File: config.mk
export PLATFORM = sky130hd
export DESIGN_NAME = interrupt_controller_flat
export DESIGN_NICKNAME = d
export VERILOG_FILES = /design/src/rtl/intc_pkg.sv /design/src/rtl/interrupt_controller_if.sv /design/src/rtl/interrupt_controller_prio.sv /design/src/rtl/interrupt_controller.sv /design/src/flat_wrapper.sv
export SDC_FILE = /design/constraint.sdc
export NUM_CORES = 1
export LEC_CHECK = 0
export CAP_MARGIN = 20
export CORE_UTILIZATION = 51
export CTS_BUF_LIST = sky130_fd_sc_hd__clkbuf_2
export DETAILED_ROUTE_END_ITERATION = 10
export PLACE_DENSITY = 0.82
export SYNTH_ARGS = -nofsm -noshare
export SYNTH_HDL_FRONTEND = slang
export SYNTH_HIERARCHICAL = 1
export SYNTH_SLANG_ARGS = --single-unit
File: constraint.sdc
create_clock -name clock -period 3.1 [get_ports clock]
set_clock_uncertainty 0.2 [all_clocks]
set_input_delay 0.62 -clock clock [delete_from_list [all_inputs] [get_ports clock]]
set_output_delay 0.62 -clock clock [all_outputs]
set_load 0.1 [all_outputs]
File: src/rtl/intc_pkg.sv
// Shared types and constants for the interrupt controller.
// Covers FSM states, configuration register addresses and the hazard-unit handshake state.
package intc_pkg;

  localparam int unsigned VEC_W = 14;
  localparam int unsigned CFG_W = 16;

  typedef enum logic [1:0] {
    IDLE    = 2'd0,
    REQUEST = 2'd1,
    SERVICE = 2'd2
  } state_e;

  localparam logic [1:0] CFG_ENABLE  = 2'd0;
  localparam logic [1:0] CFG_GLOBAL  = 2'd1;
  localparam logic [1:0] CFG_PENDING = 2'd2;
  localparam logic [1:0] CFG_VBASE   = 2'd3;

  localparam logic [3:0] HCU_STATE_INTERRUPT = 4'h2;

endpackage

File: src/rtl/interrupt_controller_if.sv
// Configuration register bus of the interrupt controller.
// The master drives the write strobe, address and data; the slave returns combinational read data.
interface interrupt_controller_if;
  import intc_pkg::*;

  logic             cfg_we;
  logic [1:0]       cfg_addr;
  logic [CFG_W-1:0] cfg_wdata;
  logic [CFG_W-1:0] cfg_rdata;

  modport master (output cfg_we, output cfg_addr, output cfg_wdata, input cfg_rdata);
  modport slave  (input cfg_we, input cfg_addr, input cfg_wdata, output cfg_rdata);

endinterface

File: src/rtl/interrupt_controller_prio.sv
// Fixed-priority encoder for the interrupt controller.
// Reports whether any source is eligible and returns the lowest eligible index.
module irq_priority_encoder #(
  parameter int unsigned NUM_IRQ = 8,
  parameter int unsigned IDX_W   = 3
) (
  input  logic [NUM_IRQ-1:0] eligible,
  output logic               valid,
  output logic [IDX_W-1:0]   index
);

  // Scan from the top down so the lowest set bit is the last one to write index.
  always_comb begin
    valid = |eligible;
    index = '0;
    for (int i = int'(NUM_IRQ) - 1; i >= 0; i--) begin
      if (eligible[i]) index = IDX_W'(i);
    end
  end

endmodule

File: src/rtl/interrupt_controller.sv
// Edge-detecting, fixed-priority interrupt controller feeding the hazard control unit.
// Holds one request until the hazard unit enters its Interrupt state, then tracks the ISR until reti.
module interrupt_controller
  import intc_pkg::*;
#(
  parameter int unsigned       NUM_IRQ       = 8,
  parameter int unsigned       IRQ_IDX_W     = 3,
  parameter logic [VEC_W-1:0]  VECTOR_BASE   = 14'h0010,
  parameter int unsigned       VECTOR_STRIDE = 4
) (
  input  logic                 clock,
  input  logic                 reset,
  input  logic [NUM_IRQ-1:0]   irq_in,
  interrupt_controller_if.slave cfg,
  input  logic [3:0]           control_state,
  input  logic                 reti,
  output logic                 interrupt,
  output logic [VEC_W-1:0]     interrupt_vector_address,
  output logic                 in_service,
  output logic [IRQ_IDX_W-1:0] active_irq
);

  state_e               state_q, state_d;
  logic [NUM_IRQ-1:0]   irq_prev_q, irq_prev_d;
  logic [NUM_IRQ-1:0]   pending_q, pending_d;
  logic [NUM_IRQ-1:0]   enable_q, enable_d;
  logic                 global_en_q, global_en_d;
  logic [VEC_W-1:0]     vbase_q, vbase_d;
  logic                 interrupt_q, interrupt_d;
  logic [VEC_W-1:0]     vector_q, vector_d;
  logic                 in_service_q, in_service_d;
  logic [IRQ_IDX_W-1:0] active_q, active_d;

  logic [NUM_IRQ-1:0]   rise_c;
  logic [NUM_IRQ-1:0]   eligible_c;
  logic                 elig_valid_c;
  logic [IRQ_IDX_W-1:0] elig_idx_c;
  logic                 unused_cfg_bits;

  assign unused_cfg_bits = ^cfg.cfg_wdata;

  assign rise_c     = irq_in & ~irq_prev_q;
  assign eligible_c = pending_q & enable_q & {NUM_IRQ{global_en_q}};

  irq_priority_encoder #(
    .NUM_IRQ (NUM_IRQ),
    .IDX_W   (IRQ_IDX_W)
  ) u_prio (
    .eligible (eligible_c),
    .valid    (elig_valid_c),
    .index    (elig_idx_c)
  );

  // Register read mux; unused bits read as zero.
  always_comb begin
    cfg.cfg_rdata = '0;
    case (cfg.cfg_addr)
      CFG_ENABLE:  cfg.cfg_rdata = CFG_W'(enable_q);
      CFG_GLOBAL:  cfg.cfg_rdata = CFG_W'(global_en_q);
      CFG_PENDING: cfg.cfg_rdata = CFG_W'(pending_q);
      CFG_VBASE:   cfg.cfg_rdata = CFG_W'(vbase_q);
      default:     cfg.cfg_rdata = '0;
    endcase
  end

  // Next-state logic: FSM, config writes, then edge capture so a new rise always wins a clear.
  always_comb begin
    state_d      = state_q;
    irq_prev_d   = irq_in;
    pending_d    = pending_q;
    enable_d     = enable_q;
    global_en_d  = global_en_q;
    vbase_d      = vbase_q;
    interrupt_d  = interrupt_q;
    vector_d     = vector_q;
    in_service_d = in_service_q;
    active_d     = active_q;

    case (state_q)
      IDLE: begin
        if (elig_valid_c) begin
          active_d    = elig_idx_c;
          vector_d    = VEC_W'(vbase_q + VEC_W'(elig_idx_c) * VEC_W'(VECTOR_STRIDE));
          interrupt_d = 1'b1;
          state_d     = REQUEST;
        end
      end
      REQUEST: begin
        if (control_state == HCU_STATE_INTERRUPT) begin
          interrupt_d           = 1'b0;
          pending_d[active_q]   = 1'b0;
          in_service_d          = 1'b1;
          state_d               = SERVICE;
        end
      end
      SERVICE: begin
        if (reti) begin
          in_service_d = 1'b0;
          state_d      = IDLE;
        end
      end
      default: state_d = IDLE;
    endcase

    if (cfg.cfg_we) begin
      case (cfg.cfg_addr)
        CFG_ENABLE:  enable_d    = cfg.cfg_wdata[NUM_IRQ-1:0];
        CFG_GLOBAL:  global_en_d = cfg.cfg_wdata[0];
        CFG_PENDING: pending_d   = pending_d & ~cfg.cfg_wdata[NUM_IRQ-1:0];
        CFG_VBASE:   vbase_d     = cfg.cfg_wdata[VEC_W-1:0];
        default:     ;
      endcase
    end

    pending_d = pending_d | rise_c;
  end

  always_ff @(posedge clock) begin
    if (reset) begin
      state_q      <= IDLE;
      irq_prev_q   <= '0;
      pending_q    <= '0;
      enable_q     <= '0;
      global_en_q  <= 1'b0;
      vbase_q      <= VECTOR_BASE;
      interrupt_q  <= 1'b0;
      vector_q     <= '0;
      in_service_q <= 1'b0;
      active_q     <= '0;
    end else begin
      state_q      <= state_d;
      irq_prev_q   <= irq_prev_d;
      pending_q    <= pending_d;
      enable_q     <= enable_d;
      global_en_q  <= global_en_d;
      vbase_q      <= vbase_d;
      interrupt_q  <= interrupt_d;
      vector_q     <= vector_d;
      in_service_q <= in_service_d;
      active_q     <= active_d;
    end
  end

  assign interrupt                = interrupt_q;
  assign interrupt_vector_address = vector_q;
  assign in_service               = in_service_q;
  assign active_irq               = active_q;

endmodule

File: src/flat_wrapper.sv
// flat-port wrapper written by rule: the top's interface ports become plain ports
module interrupt_controller_flat import intc_pkg::*;
#(
  parameter int unsigned       NUM_IRQ       = 8,
  parameter int unsigned       IRQ_IDX_W     = 3,
  parameter logic [VEC_W-1:0]  VECTOR_BASE   = 14'h0010,
  parameter int unsigned       VECTOR_STRIDE = 4
)
  (clock, reset, irq_in, control_state, reti, interrupt, interrupt_vector_address, in_service, active_irq, cfg_cfg_we, cfg_cfg_addr, cfg_cfg_wdata, cfg_cfg_rdata);
  interrupt_controller_if cfg_i ();
  input  logic clock;
  input  logic reset;
  input  logic [NUM_IRQ-1:0] irq_in;
  input  logic [3:0] control_state;
  input  logic reti;
  output logic interrupt;
  output logic [VEC_W-1:0] interrupt_vector_address;
  output logic in_service;
  output logic [IRQ_IDX_W-1:0] active_irq;
  input wire logic [$bits(cfg_i.cfg_we)-1:0] cfg_cfg_we;
  input wire logic [$bits(cfg_i.cfg_addr)-1:0] cfg_cfg_addr;
  input wire logic [$bits(cfg_i.cfg_wdata)-1:0] cfg_cfg_wdata;
  output wire logic [$bits(cfg_i.cfg_rdata)-1:0] cfg_cfg_rdata;
  assign cfg_i.cfg_we = cfg_cfg_we;
  assign cfg_i.cfg_addr = cfg_cfg_addr;
  assign cfg_i.cfg_wdata = cfg_cfg_wdata;
  assign cfg_cfg_rdata = cfg_i.cfg_rdata;
  interrupt_controller #(.NUM_IRQ(NUM_IRQ), .IRQ_IDX_W(IRQ_IDX_W), .VECTOR_BASE(VECTOR_BASE), .VECTOR_STRIDE(VECTOR_STRIDE)) u_core (.clock(clock), .reset(reset), .irq_in(irq_in), .cfg(cfg_i), .control_state(control_state), .reti(reti), .interrupt(interrupt), .interrupt_vector_address(interrupt_vector_address), .in_service(in_service), .active_irq(active_irq));
endmodule
==> key figures <==
Clock network
  • Clock Tree Buf Depth: 2
  • Clock latency on the worst-skew pair: 480 ps
  • Post-CTS Resized: 0
  • Reg clk slew, reported paths: 150 ps
  • CTS tree: yes
  • Sinks on Clock Net: 60
  • Root cell of the clock tree: clkbuf_2
  • H-tree levels: 3
  • Hold Buf Count CTS: 0
  • CTS buffer count: 9
  • Setup bufs post-CTS: 0

Worst setup path
  • CP endpoint kind: output pin
  • Worst-path cell chain: clkdlybuf4s50_1, and2_1, nand2_1, o21ai_1, buf_12
  • Worst EP required: 2280 ps
  • Critical path arrival: 2040 ps
  • Crit path buf inv count: 2
  • Worst r2r dst: u_core/interrupt_vector_address[12]$_SDFFE_PP0P_
  • Worst Setup Path Type: in2out
  • R2R Path Start: u_core/global_en_q$_SDFFE_PP0P_
  • Reg2Reg Depth: 9
  • Cell family with most CP delay: buffers and inverters
  • R2R Setup Slk: 320 ps
  • Startpoint types: primary input
  • CP peak stage delay: 590 ps
  • CP Max Fanout: 8
  • Slowest cell on crit path: clkdlybuf4s50_1

STA
  • Fin crit period: 2860 ps
  • Tcrit/Tclk final: 92.3%
  • Maximum clock rate: 349 MHz
  • Final hold violations: 0
  • Rel. slew slack: 47.8%
  • # setup viols final: 0
  • Worst Max-Slew Pin Slew: 783 ps
  • Pins over their slew limit: 0
  • RSZ-0062 raised after global routing: no

Route
  • WL final: 6540 um
  • Avg WL per Cell: 13.9 um
  • Initial DRC Count: 115
  • Final antenna-violating net count: 0
  • Pre-antenna DRT Iters: 4
  • DRC Markers: 0
  • Via density per instance: 5.36
  • Routed via count: 2521

Final layout
  • # diodes: 0
  • Area grow syn2layout: 30.7%
  • Share of cells above drive strength 1: 16.8%
  • Final #Nets: 433
  • Post-Route Utilization: 70.8%
  • Post-route cell area: 0.00371 mm2

Synthesis
  • Cell Area, Synth: 0.00284 mm2
  • Ranking of synthesized cells by area: dfxtp_1, nand2_1, a21oi_1
  • Primary FF master, synth: dfxtp_1
  • Mean post-synth cell area: 8.55 um2
  • Biggest area consumer among synthesized cells: dfxtp_1
  • Yosys warning count: 6
  • Post-synth ARST share: 0%
  • Post-synth EDFFs: 0
  • Synth Register Bits: 60
  • Share of the synthesized area in the top cell type: 42.3%
  • Library cells used by synthesis: 51
  • Cells after synthesis: 332
  • Sequential area share after synthesis: 42.3%

Placement
  • Placed instance area: 0.00363 mm2
  • Final GP Congestion: 0.858
  • Post-DP HPWL: 5060 um
  • PortBufs: 64

GRT
  • GRT overflow: 0
  • Largest net degree at the start of global routing: 29
  • Initial antenna violation count: 0
  • Wire length of the first global-routing pass: 11000 um
  • Vias in the first global route: 2362
  • GRT Util Overall: 23.8%

Floorplan
  • Die Y: 76.6 um
  • Die Wd: 76.6 um
  • FP Rows: 26
  • I/O pin count: 69
  • Core Box Area: 0.00524 mm2
  • Initial Util: 54.2%
  • Die ar.: 0.00587 mm2

Power
  • PD cells: 394 mW/mm2
  • VDD IR max: 0.000301 V
  • Pleak: 0.00151 uW
  • Total power draw: 1460 uW

Worst hold path
  • Worst Hold Path EP: u_core/pending_q[2]$_SDFF_PP0_
  • Worst hold path startpoint: u_core/irq_prev_q[2]$_SDFF_PP0_
  • Hold WC Path Type: reg2reg
  • Hold Path Depth: 1

Status
  • Status: finished clean

Run
  • Maxcap violations: 0
==> cells in the mapped netlist, drive strengths merged, types with 2 or more instances <==
cell,instances
a211oi,3
a21oi,36
a41o,6
and2,2
and3,16
buf,12
clkbuf,7
dfxtp,60
ha,3
inv,5
mux2i,16
nand2,68
nand3,5
nand3b,4
nand4,2
nor2,19
nor2b,15
nor3b,2
nor4b,2
o21ai,17
or3b,2
xnor2,8
xor2,2
==> cell usage in the layout (no fill, tap or decap), types with 3 or more instances in the layout <==
cell type         n
nor2b_1          15
a211oi_1          3
o21ai_1           4
nand3b_1          3
clkdlybuf4s50_1  31
buf_12           14
nor2_1           19
a21oi_1          35
o21ai_0          10
nand2_1          67
mux2i_1          16
o21ai_2           3
clkbuf_2         13
ha_1              3
nand3_1           5
and3_1           16
xnor2_1           8
buf_4            25
dfxtp_1          60
inv_1             5
a41o_1            6
==> kinds of logic (layout without fill, tap and decap cells) <==
family          Yosys count  in the layout  share of synthesized area (%)
compound gates           72             72                           16.0
flops                    60             60                           42.3
mux                      17             17                           6.43
fa+ha+maj                 4              4                           2.03
buf+inv                  25             92                           3.92
simple gates            143            143                           26.1
other cells               1              2                          0.132
xor+xnor                 10             10                           3.09
==> sequential cells by signal (all words and copies together) (netlist names), 2 cells and up <==
signal / count
u_core/interrupt_vector_address: 14
u_core/vbase_q: 14
u_core/enable_q: 8
u_core/irq_prev_q: 8
u_core/pending_q: 8
u_core/active_irq: 3
u_core/state_q: 2
==> per-layer routing <==
| metal | global-route usage (%) | part of all wire (%) | vias up |
|---|---|---|---|
| met5 | 0 | 0 | - |
| met4 | 11.9 | 2.1 | 0 |
| met3 | 3.47 | 4.9 | 13 |
| met2 | 38.5 | 47 | 78 |
| met1 | 30.8 | 46 | 1161 |
| li1 | - | - | 1269 |
==> how the worst max path moves through the flow <==
stage / start / endpoint / cells past startpoint
after global placement: cfg_cfg_addr[0] / cfg_cfg_rdata[7] / 5
after global routing: u_core/global_en_q$_SDFFE_PP0P_ / u_core/interrupt_vector_address[8]$_SDFFE_PP0P_ / 9
after CTS: cfg_cfg_addr[0] / cfg_cfg_rdata[3] / 5
after detailed placement: cfg_cfg_addr[0] / cfg_cfg_rdata[3] / 5
final: cfg_cfg_addr[0] / cfg_cfg_rdata[3] / 5
after floorplan: cfg_cfg_addr[0] / cfg_cfg_rdata[1] / 3
==> power breakdown <==
part | internal (uW) | switching (uW) | leakage, uW
logic | 107 | 155 | 0.000956
registers | 799 | 22.9 | 0.000490
clock network | 114 | 263 | 0.0000634
total | 1020 | 441 | 0.00151
==> cell type report <==
| type | instances | area [um2] |
|---|---|---|
| clock buffer | 13 | 65.1 |
| clock inverter | 3 | 13.8 |
| fill | 433 | 1530 |
| inverter | 6 | 22.5 |
| multi-input combinational | 248 | 1540 |
| sequential | 60 | 1200 |
| tap | 70 | 87.6 |
| timing repair buffer | 70 | 778 |
==> stage by stage <==
| step | setup TNS, ps | cells | hold WS [ps] | setup WS [ps] |
|---|---|---|---|---|
| after global placement | 0 | 454 | 204 | 255 |
| final | 0 | 470 | 238 | 238 |
| after CTS | 0 | 470 | 231 | 240 |
| after detailed placement | 0 | 454 | 211 | 248 |
| after floorplan | -376 | 333 | 199 | -94.0 |
| after global routing | 0 | 470 | 242 | 122 |
(Power assumes the default switching activity.)
